File: config.mk
export PLATFORM = sky130hd
export DESIGN_NAME = alu_exec_unit
export DESIGN_NICKNAME = d
export VERILOG_FILES = /design/src/rtl/alu_exec_unit.sv
export SDC_FILE = /design/constraint.sdc
export NUM_CORES = 1
export LEC_CHECK = 0
export ABC_AREA = 1
export CAP_MARGIN = 10
export CELL_PAD_IN_SITES_DETAIL_PLACEMENT = 1
export CELL_PAD_IN_SITES_GLOBAL_PLACEMENT = 1
export CORE_MARGIN = 1
export CORE_UTILIZATION = 40
export CTS_CLUSTER_SIZE = 8
export DETAILED_ROUTE_END_ITERATION = 10
export PLACE_DENSITY = 0.8
export SKIP_CTS_REPAIR_TIMING = 1
export SLEW_MARGIN = 5
export SYNTH_ARGS = -nofsm -noshare
export SYNTH_HDL_FRONTEND = slang
export SYNTH_SLANG_ARGS = --single-unit
export TNS_END_PERCENT = 5
File: constraint.sdc
create_clock -name clk -period 3.45 [get_ports clk]
set_clock_uncertainty 0.2 [all_clocks]
set_input_delay 0.69 -clock clk [delete_from_list [all_inputs] [get_ports clk]]
set_output_delay 0.69 -clock clk [all_outputs]
set_load 0.02 [all_outputs]
File: src/rtl/alu_exec_unit.sv
// Execute-stage ALU with valid/ready operand intake and a registered valid/ready result port.
// Shifts run one bit per cycle unless ALU_EXEC_FAST_SHIFT_EN selects a single-cycle barrel shifter.
//
// state | meaning
// IDLE  | empty, in_ready=1
// SHIFT | iterative shift in flight, in_ready=0 (absent with ALU_EXEC_FAST_SHIFT_EN)
// DONE  | result held, out_valid=1, in_ready=out_ready
module alu_exec_unit #(
    parameter int XLEN  = 32,
    parameter int TAG_W = 5
) (
    input  logic             clk,
    input  logic             rst_n,
    input  logic             in_valid,
    output logic             in_ready,
    input  logic [3:0]       alu_sel,
    input  logic [XLEN-1:0]  op_a,
    input  logic [XLEN-1:0]  op_b,
    input  logic [TAG_W-1:0] tag_in,
    output logic             out_valid,
    input  logic             out_ready,
    output logic [XLEN-1:0]  result,
    output logic             zero,
    output logic [TAG_W-1:0] tag_out,
    output logic             busy
);

    localparam logic [3:0] SEL_SUB  = 4'd1;
    localparam logic [3:0] SEL_AND  = 4'd2;
    localparam logic [3:0] SEL_OR   = 4'd3;
    localparam logic [3:0] SEL_XOR  = 4'd4;
    localparam logic [3:0] SEL_SLT  = 4'd5;
    localparam logic [3:0] SEL_SLTU = 4'd6;
    localparam logic [3:0] SEL_SLL  = 4'd7;
    localparam logic [3:0] SEL_SRL  = 4'd8;
    localparam logic [3:0] SEL_SRA  = 4'd9;

`ifdef ALU_EXEC_FAST_SHIFT_EN
    typedef enum logic [1:0] {IDLE, DONE} state_t;
`else
    typedef enum logic [1:0] {IDLE, SHIFT, DONE} state_t;
`endif

    state_t            state_q;
    logic              out_valid_q;
    logic              busy_q;
    logic [XLEN-1:0]   result_q;
    logic              zero_q;
    logic [TAG_W-1:0]  tag_out_q;

    logic [4:0]        shamt;
    logic [XLEN-1:0]   alu_d;
    logic              accept;
    logic              handoff;

    assign shamt   = op_b[4:0];
    assign in_ready = (state_q == IDLE) || ((state_q == DONE) && out_ready);
    assign accept  = in_valid && in_ready;
    assign handoff = out_valid_q && out_ready;

    always_comb begin
        alu_d = op_a + op_b;
        case (alu_sel)
            SEL_SUB:  alu_d = op_a - op_b;
            SEL_AND:  alu_d = op_a & op_b;
            SEL_OR:   alu_d = op_a | op_b;
            SEL_XOR:  alu_d = op_a ^ op_b;
            SEL_SLT:  alu_d = {{(XLEN-1){1'b0}}, ($signed(op_a) < $signed(op_b))};
            SEL_SLTU: alu_d = {{(XLEN-1){1'b0}}, (op_a < op_b)};
`ifdef ALU_EXEC_FAST_SHIFT_EN
            SEL_SLL:  alu_d = op_a << shamt;
            SEL_SRL:  alu_d = op_a >> shamt;
            SEL_SRA:  alu_d = $unsigned($signed(op_a) >>> shamt);
`else
            // only reached with shamt==0; nonzero amounts go through SHIFT
            SEL_SLL, SEL_SRL, SEL_SRA: alu_d = op_a;
`endif
            default:  alu_d = op_a + op_b;
        endcase
    end

`ifndef ALU_EXEC_FAST_SHIFT_EN
    logic [XLEN-1:0]   sh_q;
    logic [XLEN-1:0]   sh_d;
    logic [4:0]        cnt_q;
    logic              sh_left_q;
    logic              sh_arith_q;
    logic [TAG_W-1:0]  sh_tag_q;
    logic              is_shift;

    assign is_shift = (alu_sel == SEL_SLL) || (alu_sel == SEL_SRL) || (alu_sel == SEL_SRA);

    always_comb begin
        if (sh_left_q) begin
            sh_d = {sh_q[XLEN-2:0], 1'b0};
        end else begin
            sh_d = {sh_arith_q & sh_q[XLEN-1], sh_q[XLEN-1:1]};
        end
    end
`endif

    always_ff @(posedge clk) begin
        if (!rst_n) begin
            state_q     <= IDLE;
            out_valid_q <= 1'b0;
            busy_q      <= 1'b0;
            result_q    <= '0;
            zero_q      <= 1'b0;
            tag_out_q   <= '0;
`ifndef ALU_EXEC_FAST_SHIFT_EN
            sh_q        <= '0;
            cnt_q       <= '0;
            sh_left_q   <= 1'b0;
            sh_arith_q  <= 1'b0;
            sh_tag_q    <= '0;
`endif
        end else begin
            case (state_q)
`ifndef ALU_EXEC_FAST_SHIFT_EN
                SHIFT: begin
                    sh_q  <= sh_d;
                    cnt_q <= cnt_q - 5'd1;
                    if (cnt_q == 5'd1) begin
                        result_q    <= sh_d;
                        zero_q      <= (sh_d == '0);
                        tag_out_q   <= sh_tag_q;
                        out_valid_q <= 1'b1;
                        state_q     <= DONE;
                    end
                end
`endif
                default: begin
                    if (accept) begin
`ifndef ALU_EXEC_FAST_SHIFT_EN
                        if (is_shift && (shamt != 5'd0)) begin
                            sh_q        <= op_a;
                            cnt_q       <= shamt;
                            sh_left_q   <= (alu_sel == SEL_SLL);
                            sh_arith_q  <= (alu_sel == SEL_SRA);
                            sh_tag_q    <= tag_in;
                            out_valid_q <= 1'b0;
                            busy_q      <= 1'b1;
                            state_q     <= SHIFT;
                        end else
`endif
                        begin
                            result_q    <= alu_d;
                            zero_q      <= (alu_d == '0);
                            tag_out_q   <= tag_in;
                            out_valid_q <= 1'b1;
                            busy_q      <= 1'b1;
                            state_q     <= DONE;
                        end
                    end else if (handoff) begin
                        out_valid_q <= 1'b0;
                        busy_q      <= 1'b0;
                        state_q     <= IDLE;
                    end
                end
            endcase
        end
    end

    assign out_valid = out_valid_q;
    assign busy      = busy_q;
    assign result    = result_q;
    assign zero      = zero_q;
    assign tag_out   = tag_out_q;

endmodule
== Word-level counts from Yosys, hierarchy flattened ==
Cells that the tools add are included.

* Logic and storage cells: 87
* Bits of input ports: 77
* Flip-flop bits (word level): 86

* Eq/ne operators: 14
* Mux-type cells: 31
* Bitwise gates (word level): 5
* Reductions and logical operators: 21
* $add $sub $neg: 3
* Order comparisons: 2

{| class="wikitable"
|+ Operator list
! operator !! count
|-
| $mux W32 || 8
|-
| $pmux W32 S7 || 1
|-
| $logic_not A32 Y1 || 2
|-
| $lt A32 B32 Y1 || 2
|-
| $mux W5 || 7
|-
| $add A32 B32 Y32 || 1
|-
| $and A32 B32 Y32 || 1
|-
| $or A32 B32 Y32 || 1
|-
| $sub A32 B32 Y32 || 1
|-
| $xor A32 B32 Y32 || 1
|-
| $eq A4 B3 Y1 const B || 4
|-
| $mux W1 || 10
|-
| $mux W2 || 5
|-
| $eq A4 B2 Y1 const B || 2
|-
| $eq A4 B4 Y1 const B || 2
|-
| $reduce_and A2 Y1 || 3
|-
| $reduce_and A3 Y1 || 2
|-
| $reduce_bool A2 Y1 || 3
|-
| $eq A5 B1 Y1 const B || 1
|-
| $reduce_bool A5 Y1 || 1
|-
| $sub A5 B1 Y5 const B || 1
|-
| $eq A4 B1 Y1 const B || 1
|-
| $logic_and A1 B1 Y1 || 4
|-
| $logic_or A1 B1 Y1 || 3
|-
| 9 further kinds || 9
|}

== Depth between registers and ports, before layout ==
* Depth in word-level cells: 7
* Mapped depth: 22
* Gate-level depth less buffers: 21

== Worst setup path before layout ==
Ideal clock, no wire load.

* Path type: input to register
* Start: in op_a[0]
* End: reg zero_q (netlist: zero)
* Path buffers: 0
* Cell stages on the path: 17
* Arrival time: 2.502 ns
* Library setup time: 0.070 ns
* Data required time: 3.180 ns
* Slack: 0.678 ns
* Path through: ha_1 fa_1 nand3_1 nand2_1 nand3_1 nand3_1 nand2_1 nand2_1 nand2_1 nand2_1 nor2_1 nor2_1 nor2_1 nand2_1 nor2_1 nand4_1 a21oi_1

* Cells in the longest elaborated chain, start to end: 6
* Elaborated cells on any way between the ends: 12

{| class="wikitable"
|+ RTL lines
! what !! line !! RTL
|-
| start, declared || 17 || <nowiki>input logic [XLEN-1:0] op_a,</nowiki>
|-
| $add A32 B32 Y32, or another cell as far along || 78 || <nowiki>default: alu_d = op_a + op_b;</nowiki>
|-
| $pmux W32 S7 (*) || 63 || <nowiki>case (alu_sel)</nowiki>
|-
| $logic_not A32 Y1 (*) || 148 || <nowiki>zero_q <= (alu_d == '0);</nowiki>
|-
| $mux W1 (*) || 135 || <nowiki>if (is_shift && (shamt != 5'd0)) begin</nowiki>
|-
| $mux W1 (*) || 133 || <nowiki>if (accept) begin</nowiki>
|-
| $mux W1 (*) || 118 || <nowiki>case (state_q)</nowiki>
|-
| end signal, assigned || 125 || <nowiki>zero_q <= (sh_d == '0);</nowiki>
|-
| end signal, assigned || 148 ||
|-
| end, declared || 48 || <nowiki>logic zero_q;</nowiki>
|}

Every way passes the cells marked *; elsewhere a longest branch is shown, timed or not. The select of a mux whose other input is x is not followed.
A chain may end at the register's enable or synchronous reset.

== Worst setup path after layout ==
* Start: in alu_sel[3]
* End: reg zero_q (netlist: zero)

* Cells in the longest elaborated chain, start to end: 7
* Elaborated cells on any way between the ends: 20

{| class="wikitable"
|+ RTL lines
! what !! line !! RTL
|-
| start, declared || 16 || <nowiki>input logic [3:0] alu_sel,</nowiki>
|-
| $eq A4 B3 Y1 / $eq A4 B4 Y1 (equally long branches) || 63, 91 ||
|-
| $reduce_or A3 Y1 || 63 ||
|-
| $pmux W32 S7 || 63 ||
|-
| $logic_not A32 Y1 || 148 ||
|-
| $mux W1 || 135 ||
|-
| $mux W1 || 133 ||
|-
| $mux W1 || 118 ||
|}

Several ways; a longest one is shown, not always the timed one. The select of a mux whose other input is x is not followed.

==> results.md <==
- Fmax achieved: approximately 290 MHz
- Layout cell share with drive strength beyond 1: 0.2483
- CP Data Required Time: 3.53 ns
- Die H: between 150 and 200 um
- EDFF count, synth: 0
- Critical-path maximum fanout: 12
- Share of power burned in the clock network: 0.207
- Starting density of the core: 0.4110
- Multi-input logic area: a little over 0.008 mm^2
- TritonCTS clock tree: built
- Fin Hold WS: around 0.27 ns
- Setup crit start kind: primary input
- Syn_nets: ~2,100
- Worst setup path category: in2reg
- Worst hold stages: 2
- Mean routed wirelength per cell: approximately 23 um
- Comb power frac: 0.551
- Antenna viol nets, final: 0
- Crit end category: register
- Tot Pwr: 4.589 mW
- Minimum clock period: approximately 3.4 ns
- Final WL: about 60,000 um
- Vias/cell: ~5.9
- Worst-margin pin slew: ~0.89 ns
- Unrepaired setup endpoints after global routing: true
- P_leak: between 7 and 8 nW
- Final Net Count: roughly 2,400
- Reg2reg path depth: 8
- Post-Syn Instances: around 1,900
- Rel. slew slack: 0.4083
- Top FF cell, synth: dfxtp_1
- Status: completed
- Fin crit share: 0.9943
- Global-route wire length before repair: ~85,000 um
- Synth Warn #: 0
- Sink Count: 85
- Final setup violation count: 0
- GRT Util Overall: 0.4158
- Top post-synthesis cells by area: nand2_1 20%, dfxtp_1 16%, ha_1 12%
- Initial detailed-routing violation count: ~1,500
- Vias in the first global route: ~15,000
- Gpl congestion: between 1 and 1.5
- Worst-path clk slew: approximately 0.07 ns
- Net Sw Frac: 0.4369
- Synth unique cells: 41
- Yosys top cell area share: 0.2046
- Hold Startpoint: sh_q[26]
- PortBufs: 117
- Min-Delay Path Class: reg2reg
- Register area: between 0.0015 and 0.002 mm^2
- Synth Area per Inst: around 5.6 um^2
- Vias post-DR: 15,360
- Post-route DRC: 0
- Initial antenna violation count: 0
- Largest net degree at the start of global routing: 53
- Flop pwr share: 0.242
- Top Layer Used: met4
- Rows: 58
- Diode count: 0
- Synth Register Bits: 85
- CTS Buf Count: 9
- Root buf cell: clkbuf_16
- CTS max path bufs: 2
- Htree depth: 3
- Yosys top cell by area: nand2_1
- Detailed Routing Iterations Pass 1: 5
- Layout area overhead: 48.30%
- FILL cells: 3,511
- R2r startpoint: sh_left_q
- Die area: 0.02675 mm^2
- Core area: around 0.025 mm^2
- Sequential share of the synthesized area: 0.1630
- Hold path endpoint: sh_q[26]
- Power Dens Cells: around 300 mW/mm^2
- Latest clock arrival within the worst-skew pair: 0.35 ns
- FF-to-FF End: zero
- IO Count: 118
- Syn Std Cell Area: 0.01044 mm^2
- P_sw: 2.005 mW
- Maxcap violations: 0
- Util after Layout: 0.6096
- Met2 Wirelength: 27,380 um
- Design internal power: between 2 and 3 mW
- Worst vdd ir: around 0.00037 V
- FF-to-FF setup slack: about 0.8 ns
- Grt total ovfl: 0
- Most instantiated library cell after synthesis: nand2_1
- Synth cell count leaders: 569 x nand2_1, 272 x inv_1, 193 x nor2_1
- Met1 WL: about 24,000 um
- FFs w/ async S/R, synth: 0
- Hold Fails Final Rpt: 0
- CP arrival: about 3.5 ns
- Chip Width: between 150 and 200 um
- Met3 routed WL: between 5000 and 6000 um
- Slew Viols, Final: 0
- Dpl hpwl: approximately 46,000 um
## state kept, by name, indices dropped and copies added (netlist names)
name and flops:
tag_out 5, state_q 2, result 32, sh_q 32
sh_left_q 1, busy 1, cnt_q 5, sh_tag_q 5
zero 1, sh_arith_q 1
## per-stage QoR
step | setup slack (ns) | std cells | setup TNS (ns) | area [um^2]
4_1_cts | -0.3675 | 2591 | -1.477 | 14540
3_5_place_dp | -0.6620 | 2575 | -8.510 | 14260
6_report | 0.01950 | 2593 | 0 | 15480
2_1_floorplan | 0.6784 | 1873 | 0 | 10440
5_1_grt | -0.1118 | 2593 | -0.4058 | 15480
3_3_place_gp | -0.5839 | 2575 | -6.269 | 14260
## worst max path at each step
| stage | start | endpoint | slack (ns) | cells past startpoint |
|---|---|---|---|---|
| floorplan | op_a[0] | zero | 0.68 | 17 |
| global placement | op_a[0] | zero | -0.58 | 21 |
| detailed placement | op_a[0] | zero | -0.66 | 21 |
| CTS | op_a[0] | zero | -0.37 | 21 |
| global route | op_a[3] | zero | -0.11 | 22 |
| finish | alu_sel[3] | zero | 0.02 | 15 |
## cell usage in the layout, fill, tap and decap left out, types with 11 or more instances in the layout
cell / synthesis / final
nand2_2: 2 / 39
o21ai_0: 118 / 109
a31oi_1: 62 / 62
clkdlybuf4s50_1: 0 / 110
inv_2: 7 / 13
nor3_1: 18 / 11
dfxtp_1: 85 / 85
ha_4: 0 / 25
a221oi_1: 11 / 11
o21ai_1: 5 / 12
inv_1: 272 / 265
o22ai_1: 21 / 21
nand3_2: 2 / 12
a21oi_1: 87 / 65
nand4_1: 27 / 27
buf_4: 6 / 319
or2_2: 17 / 17
nor2_1: 193 / 144
nor2_4: 1 / 15
a21oi_2: 1 / 19
nand3_1: 148 / 135
ha_1: 98 / 68
nor2_2: 7 / 42
nand2_1: 569 / 531
## area by class of cell
cell class | instances | area share
well taps | 330 | 0.02667
flip-flops and latches | 85 | 0.1099
clock buffers | 9 | 0.01455
clock inverters | 7 | 0.003717
repair buffers | 451 | 0.2463
inverters | 279 | 0.06780
multi-input cells | 1432 | 0.5310
## routing by layer
| layer | global-route usage | vias up |
|---|---|---|
| met5 | 0 | - |
| met4 | 0.1814 | 0 |
| met3 | 0.06272 | 247 |
| met2 | 0.6959 | 853 |
| met1 | 0.5255 | 7441 |
| li1 | - | 6819 |
## cell families (layout without fill, tap and decap cells)
kind of cell               Yosys count  in the layout  synth area share
and+or+nand+nor                    998            998            0.3979
adders and majority gates          100            100            0.1213
buffers and inverters              356            746            0.1349
xor gates and xnor gates             4              4          0.003355
DFF                                 85             85            0.1630
AOI/OAI and AO/OA                  327            327            0.1767
muxes                                3              3          0.002876
## power by group through the flow
stage / Sequential (mW) / Combinational, mW / Clock (mW)
2_1_floorplan: 1.17 / 0.978 / 0
3_3_place_gp: 1.12 / 2.13 / 0
3_5_place_dp: 1.12 / 2.20 / 0
4_1_cts: 1.10 / 2.22 / 0.947
5_1_grt: 1.11 / 2.66 / 0.998
6_report: 1.11 / 2.53 / 0.951
## critical path, stage by stage
cell and delay [ns]:
clkdlybuf4s50_1 0.59, nor2_1 0.13, nand2_2 0.45, nor2_1 0.15, a21oi_1 0.19, nand3_1 0.17, nor2_2 0.18, nand3_2 0.09
nor2_2 0.13, nand3_1 0.12, nor2_2 0.12, nand3_1 0.11, nor2_1 0.12, nand4_1 0.10, a21oi_1 0.15
No activity file was read; power rests on OpenSTA's default activity.
